### config.mk
export PLATFORM = sky130hd
export DESIGN_NAME = cva6_ptw_sv32_walker
export DESIGN_NICKNAME = d
export VERILOG_FILES = /design/src/rtl/cva6_ptw_sv32_walker.sv
export SDC_FILE = /design/constraint.sdc
export NUM_CORES = 1
export LEC_CHECK = 0
export ABC_AREA = 1
export CELL_PAD_IN_SITES_DETAIL_PLACEMENT = 0
export CELL_PAD_IN_SITES_GLOBAL_PLACEMENT = 2
export CORE_MARGIN = 8
export CORE_UTILIZATION = 29
export CTS_CLUSTER_DIAMETER = 60
export DETAILED_ROUTE_END_ITERATION = 10
export GPL_ROUTABILITY_DRIVEN = 0
export PLACE_DENSITY_LB_ADDON = 0.12
export REMOVE_ABC_BUFFERS = 1
export SETUP_SLACK_MARGIN = 0.4
export SLEW_MARGIN = 10
export SYNTH_ARGS = -nofsm -noshare
export SYNTH_HDL_FRONTEND = slang
export SYNTH_SLANG_ARGS = --single-unit
### constraint.sdc
create_clock -name clk_i -period 2.4 [get_ports clk_i]
set_input_delay 0.72 -clock clk_i [delete_from_list [all_inputs] [get_ports clk_i]]
set_output_delay 0.72 -clock clk_i [all_outputs]
set_load 0.02 [all_outputs]
### src/rtl/cva6_ptw_sv32_walker.sv
// -----------------------------------------------------------------------------
// cva6_ptw_sv32_walker
//
// Sv32 hardware page-table walker. It takes one TLB miss at a time, reads up
// to two levels of page-table entries through a single-outstanding memory
// read port, and emits either a one-cycle refill word for the Sv32 TLB or a
// one-cycle page-fault pulse.
//
// Optional feature macro: PTW_AD_CHECK_EN
//   defined   : a leaf with A=0 faults; a leaf with D=0 faults on a store miss.
//   undefined : A/D are not inspected; the PTE is installed exactly as read.
//
// Ports
//   clk_i, rst_ni        clock; asynchronous active-low reset
//   flush_i              abort the walk in progress (no refill/fault for it)
//   satp_ppn_i[21:0]     root page-table PPN
//   miss_valid_i         miss request valid
//   miss_ready_o         walker idle and able to take a miss
//   miss_vaddr_i[31:0]   faulting virtual address
//   miss_asid_i          ASID of the miss (ASID_WIDTH bits, max 9)
//   miss_store_i         miss originates from a store
//   mem_req_o            PTE read request
//   mem_addr_o[33:0]     physical PTE address
//   mem_gnt_i            request accepted this cycle
//   mem_rvalid_i         PTE data valid
//   mem_rdata_i[31:0]    PTE
//   update_o[62:0]       refill: [62] valid, [61] is_4M, [60:51] vpn1,
//                        [50:41] vpn0, [40:32] asid, [31:0] PTE
//   walk_error_o         one-cycle page-fault pulse
//   walk_error_vaddr_o   vaddr of the most recent faulting walk
//   busy_o               walker not idle
// -----------------------------------------------------------------------------
module cva6_ptw_sv32_walker #(
    parameter int unsigned ASID_WIDTH = 1
) (
    input  logic                  clk_i,
    input  logic                  rst_ni,
    input  logic                  flush_i,
    input  logic [21:0]           satp_ppn_i,
    input  logic                  miss_valid_i,
    output logic                  miss_ready_o,
    input  logic [31:0]           miss_vaddr_i,
    input  logic [ASID_WIDTH-1:0] miss_asid_i,
    input  logic                  miss_store_i,
    output logic                  mem_req_o,
    output logic [33:0]           mem_addr_o,
    input  logic                  mem_gnt_i,
    input  logic                  mem_rvalid_i,
    input  logic [31:0]           mem_rdata_i,
    output logic [62:0]           update_o,
    output logic                  walk_error_o,
    output logic [31:0]           walk_error_vaddr_o,
    output logic                  busy_o
);

    typedef enum logic [2:0] {
        S_IDLE    = 3'd0,
        S_L1_REQ  = 3'd1,
        S_L1_WAIT = 3'd2,
        S_L0_REQ  = 3'd3,
        S_L0_WAIT = 3'd4,
        S_DRAIN   = 3'd5
    } state_e;

    state_e r_state;
    state_e w_state_next;

    // Miss context captured at acceptance
    logic [31:0]           r_vaddr;
    logic [ASID_WIDTH-1:0] r_asid;
    logic                  r_store;
    logic [21:0]           r_satp_ppn;
    // Next-level table PPN from a non-leaf L1 PTE
    logic [21:0]           r_ppn;

    // Registered output pulses and held payloads
    logic                  r_upd_valid;
    logic [61:0]           r_upd_data;
    logic                  r_err;
    logic [31:0]           r_err_vaddr;

    // FSM decisions
    logic                  w_accept;
    logic                  w_latch_ppn;
    logic                  w_refill;
    logic                  w_refill_4m;
    logic                  w_fault;
    logic                  w_miss_ready;
    logic                  w_mem_req;
    logic [33:0]           w_mem_addr;

    // PTE decode of the incoming read data
    logic                  w_pte_v;
    logic                  w_pte_r;
    logic                  w_pte_w;
    logic                  w_pte_x;
    logic                  w_pte_invalid;
    logic                  w_pte_leaf;
    logic                  w_pte_misaligned;
    logic                  w_ad_fault;
    logic [8:0]            w_asid_ext;

    assign w_pte_v          = mem_rdata_i[0];
    assign w_pte_r          = mem_rdata_i[1];
    assign w_pte_w          = mem_rdata_i[2];
    assign w_pte_x          = mem_rdata_i[3];
    // W without R is a reserved encoding and is treated like an invalid PTE
    assign w_pte_invalid    = !w_pte_v || (!w_pte_r && w_pte_w);
    assign w_pte_leaf       = w_pte_r || w_pte_x;
    // A 4 MiB superpage must have PPN[0] (PTE bits 19:10) equal to zero
    assign w_pte_misaligned = |mem_rdata_i[19:10];
    assign w_asid_ext       = 9'(r_asid);

`ifdef PTW_AD_CHECK_EN
    logic w_pte_a;
    logic w_pte_d;

    assign w_pte_a    = mem_rdata_i[6];
    assign w_pte_d    = mem_rdata_i[7];
    // Software-managed A/D: a leaf that would need an A/D update faults
    assign w_ad_fault = w_pte_leaf && (!w_pte_a || (r_store && !w_pte_d));
`else
    logic w_unused_store;

    // The store bit only matters for the D check, which is compiled out here
    assign w_unused_store = r_store;
    assign w_ad_fault     = 1'b0;
`endif

    // -------------------------------------------------------------------------
    // State register
    // -------------------------------------------------------------------------
    always_ff @(posedge clk_i or negedge rst_ni) begin
        if (!rst_ni) begin
            r_state <= S_IDLE;
        end else begin
            r_state <= w_state_next;
        end
    end

    // -------------------------------------------------------------------------
    // Next-state and output decode
    // -------------------------------------------------------------------------
    always_comb begin
        w_state_next = r_state;
        w_miss_ready = 1'b0;
        w_mem_req    = 1'b0;
        w_mem_addr   = '0;
        w_accept     = 1'b0;
        w_latch_ppn  = 1'b0;
        w_refill     = 1'b0;
        w_refill_4m  = 1'b0;
        w_fault      = 1'b0;

        case (r_state)
            S_IDLE: begin
                w_miss_ready = !flush_i;
                if (miss_valid_i && !flush_i) begin
                    w_accept     = 1'b1;
                    w_state_next = S_L1_REQ;
                end
            end

            S_L1_REQ: begin
                w_mem_req  = 1'b1;
                w_mem_addr = {r_satp_ppn, r_vaddr[31:22], 2'b00};
                if (flush_i) begin
                    // A grant in the flush cycle leaves a read in flight
                    w_state_next = mem_gnt_i ? S_DRAIN : S_IDLE;
                end else if (mem_gnt_i) begin
                    w_state_next = S_L1_WAIT;
                end
            end

            S_L1_WAIT: begin
                if (mem_rvalid_i) begin
                    w_state_next = S_IDLE;
                    if (!flush_i) begin
                        if (w_pte_invalid) begin
                            w_fault = 1'b1;
                        end else if (w_pte_leaf) begin
                            if (w_pte_misaligned || w_ad_fault) begin
                                w_fault = 1'b1;
                            end else begin
                                w_refill    = 1'b1;
                                w_refill_4m = 1'b1;
                            end
                        end else begin
                            w_latch_ppn  = 1'b1;
                            w_state_next = S_L0_REQ;
                        end
                    end
                end else if (flush_i) begin
                    w_state_next = S_DRAIN;
                end
            end

            S_L0_REQ: begin
                w_mem_req  = 1'b1;
                w_mem_addr = {r_ppn, r_vaddr[21:12], 2'b00};
                if (flush_i) begin
                    w_state_next = mem_gnt_i ? S_DRAIN : S_IDLE;
                end else if (mem_gnt_i) begin
                    w_state_next = S_L0_WAIT;
                end
            end

            S_L0_WAIT: begin
                if (mem_rvalid_i) begin
                    w_state_next = S_IDLE;
                    if (!flush_i) begin
                        // Sv32 has no level below L0, so a pointer here faults
                        if (w_pte_invalid || !w_pte_leaf || w_ad_fault) begin
                            w_fault = 1'b1;
                        end else begin
                            w_refill = 1'b1;
                        end
                    end
                end else if (flush_i) begin
                    w_state_next = S_DRAIN;
                end
            end

            S_DRAIN: begin
                // Swallow the response of the aborted read before accepting work
                if (mem_rvalid_i) begin
                    w_state_next = S_IDLE;
                end
            end

            default: begin
                w_state_next = S_IDLE;
            end
        endcase
    end

    // -------------------------------------------------------------------------
    // Miss context and table pointer
    // -------------------------------------------------------------------------
    always_ff @(posedge clk_i or negedge rst_ni) begin
        if (!rst_ni) begin
            r_vaddr    <= '0;
            r_asid     <= '0;
            r_store    <= 1'b0;
            r_satp_ppn <= '0;
            r_ppn      <= '0;
        end else begin
            if (w_accept) begin
                r_vaddr    <= miss_vaddr_i;
                r_asid     <= miss_asid_i;
                r_store    <= miss_store_i;
                // Captured so the L1 address stays stable across a grant stall
                r_satp_ppn <= satp_ppn_i;
            end
            if (w_latch_ppn) begin
                r_ppn <= mem_rdata_i[31:10];
            end
        end
    end

    // -------------------------------------------------------------------------
    // Refill and fault outputs
    // -------------------------------------------------------------------------
    always_ff @(posedge clk_i or negedge rst_ni) begin
        if (!rst_ni) begin
            r_upd_valid <= 1'b0;
            r_upd_data  <= '0;
            r_err       <= 1'b0;
            r_err_vaddr <= '0;
        end else begin
            r_upd_valid <= w_refill;
            if (w_refill) begin
                r_upd_data <= {w_refill_4m, r_vaddr[31:22], r_vaddr[21:12],
                               w_asid_ext, mem_rdata_i};
            end
            r_err <= w_fault;
            if (w_fault) begin
                r_err_vaddr <= r_vaddr;
            end
        end
    end

    assign miss_ready_o       = w_miss_ready;
    assign mem_req_o          = w_mem_req;
    assign mem_addr_o         = w_mem_addr;
    assign update_o           = {r_upd_valid, r_upd_data};
    assign walk_error_o       = r_err;
    assign walk_error_vaddr_o = r_err_vaddr;
    assign busy_o             = (r_state != S_IDLE);

endmodule
==> flow_metrics.py <==
metrics = {
    "run_status": {
        "status": "finished clean",
    },
    "synthesis": {
        "seq_area_frac_synth": 0.5811,
        "syn_avg_cell_area_um2": 8.412,
        "syn_inst": 860,
        "yosysWarnings": 0,
        "synth_area_leaders": "dfrtp_1 58%, nand2_1 15%, nand3_1 12%",
        "synth_top_area_frac": 0.5811,
        "ys_ff_latch": 168,
        "ys_types": 20,
        "synth_top_area_cell": "dfrtp_1",
        "syn-cell-area_um2": 7234,
    },
    "clock_network": {
        "clk_path_buf_depth": 2,
        "cts_max_level": 4,
        "cts_buffers": 17,
        "clk_pin_slew_ns": 0.07,
        "cts_root_buf": "clkbuf_16",
        "cts_tree": "built",
        "numClockSinks": 168,
        "clk_latency_ns": 0.42,
    },
    "grt": {
        "grt_overflow": 0,
        "grt_pass1_wl_mm": 40.91,
        "grt_max_degree": 47,
        "grt_pass1_vias": 6770,
        "track_usage": 0.1729,
        "antenna_found_initial": 1,
    },
    "power_and_ir_drop": {
        "switching_power_mw": 5.566,
        "p_comb_frac": 0.461,
        "power_density_nw_per_um2": 1220,
        "internal-power_mw": 8.125,
        "power_frac_seq": 0.348,
        "ir_drop_v": 0.0005027,
        "power.leakage_nw": 5.966,
        "finalPower_mw": 13.69,
        "sw_frac_of_total": 0.4066,
        "clockPowerShare": 0.191,
    },
    "layout": {
        "final-seq-area_um2": 4205,
        "fillers": 2530,
        "final_util": 0.4521,
        "syn_to_final_growth_pct": 55.10,
        "mostFrequentLayoutCell": "nand2_1",
        "antenna_cells": 0,
        "postLayoutCellArea_um2": 11220,
        "drive_above_1_share": 0.1837,
        "layout_common_cells": "279 x nand2_1, 167 x dfrtp_1, 142 x nand3_1, 89 x clkdlybuf4s50_1, 89 x dlygate4sd2_1",
        "multi_input_area_um2": 2920,
        "finalNonFillerCells": 1457,
        "nets": 1209,
    },
    "route": {
        "first_pass_iters": 5,
        "antenna_left": 0,
        "drcViolationCount": 0,
        "via_count": 6583,
        "drt_wl_total_mm": 26.26,
        "avgRoutedWirePerCell_um": 18.02,
        "drtIter0Drc": 400,
        "viasPerCell": 4.518,
    },
    "placed_design": {
        "dpl-instance-area_um2": 10150,
        "dpl.hpwl_mm": 18.04,
        "placed_cells": 1408,
        "portBuffers": 215,
        "pre_cts_slack_ns": -0.05208,
    },
    "flow_run": {
        "maxCapViolCount": 0,
    },
    "worst_hold_path": {
        "min_path_type": "in -> async",
    },
    "timing": {
        "fin_worst_skew_ns": 0.01192,
        "holdWs_ns": 0.1952,
        "min_period_ns": 2.345,
        "hold_violations": 0,
        "final.period_utilization": 0.9770,
        "rsz0062_at_grt": "yes",
        "fmax_mhz": 426.5,
        "setup-tns-final_ns": 0,
        "setup_ws_ns": 0.05522,
        "slew_violations": 0,
        "setup_viol": 0,
    },
    "setup_path": {
        "critPathArrivalTime_ns": 1.62,
        "path_common_cell": "buf_12",
        "slowest_stage": "dfrtp_1",
        "path_cells": "inv_2 -> nor2_4 -> buf_12 -> buf_12 -> nand3_2 -> o21ai_1 -> buf_4",
        "slowest_delay_ns": 0.40,
        "path_class": "reg -> out",
        "cp-end-kind": "output pin",
        "worstSetupStartpointType": "flip-flop",
        "cp_max_fo": 7,
        "critPathRequiredTime_ns": 1.68,
    },
    "floorplan": {
        "die_x_um": 173.9,
        "fp.dieArea_um2": 30260,
        "core_um2": 24820,
        "io_pins": 227,
        "start_util": 0.2915,
        "die_y_um": 173.9,
        "fp-row-count": 58,
    },
}
==> cell usage after synthesis (all sizes together) <==
cell    count
o21ai      35
buf        47
nand4       1
dfrtp     168
nand3     170
o21bai      1
clkbuf     19
inv        44
nor2       48
a21oi      35
conb        1
nand3b      2
nand2     289
==> logic make-up (layout without fill, tap and decap cells) <==
kind of cell | count (synthesis) | count (layout) | share of synthesized area
AOI/OAI and AO/OA | 71 | 71 | 0.04946
buffers and inverters | 110 | 368 | 0.07004
DFF | 168 | 168 | 0.5811
other | 1 | 10 | 0.0005184
and+or+nand+nor | 510 | 510 | 0.2989
==> worst max-delay path, delay by kind of cell, from the launching register on <==
| family | cells | cell delay, ns |
|---|---|---|
| DFF | 1 | 0.40 |
| buffers and inverters | 4 | 0.55 |
| and+or+nand+nor | 2 | 0.15 |
| AOI/OAI and AO/OA | 1 | 0.10 |
==> metal layers <==
metal | global-route usage | routed length [um]
met5 | 0 | 13
met4 | 0.04524 | 296
met3 | 0.03385 | 1164
met2 | 0.2843 | 12780
met1 | 0.2295 | 12010
==> repair_timing <==
| item | 4_1_cts | 5_1_grt |
|---|---|---|
| cloned | 3 | 1 |
| setup endpoints to repair | 227 | 170 |
| pin swaps | 4 | 4 |
| gates resized for setup | 357 | 78 |
| buffers inserted | 10 | 4 |
| hold buffers | 0 | 0 |
==> state kept, by name, summed over array words and instances (netlist names) <==
signal	cells
r_upd_data	54
r_vaddr	32
r_asid	1
r_ppn	22
walk_error_o	1
walk_error_vaddr_o	32
r_satp_ppn	22
r_state	3
r_upd_valid	1
==> power groups by stage <==
stage	sequential, mW	combinational (mW)	clock, mW
final	4.77	6.31	2.61
after CTS	4.74	6.08	2.70
after global placement	4.76	5.96	0
after global routing	4.93	6.85	2.80
after floorplan	5.46	2.00	0
after detailed placement	4.78	5.97	0
==> path summary, 6_finish.rpt <==
check / cells past startpoint / to / slack [ns] / start
worst max-delay path: 7 / mem_addr_o[14] / 0.06 / r_state[0]
max in group asynchronous: 2 / r_upd_data[47] / 1.53 / rst_ni
worst min-delay path: 1 / r_ppn[15] / 0.20 / rst_ni
min in group clk_i: 1 / r_upd_data[0] / 0.46 / r_upd_data[0]
worst max register to register: 11 / walk_error_vaddr_o[0] / 0.49 / r_state[2]
worst min register to register: 1 / r_upd_data[0] / 0.46 / r_upd_data[0]
==> final cells by class <==
class / instances / area share
sequential: 168 / 0.3748
timing repair buffer: 293 / 0.2642
multi-input combinational: 591 / 0.2603
clock buffer: 18 / 0.03914
tap: 330 / 0.03680
inverter: 44 / 0.01494
clock inverter: 13 / 0.009924
(Power assumes the default switching activity.)
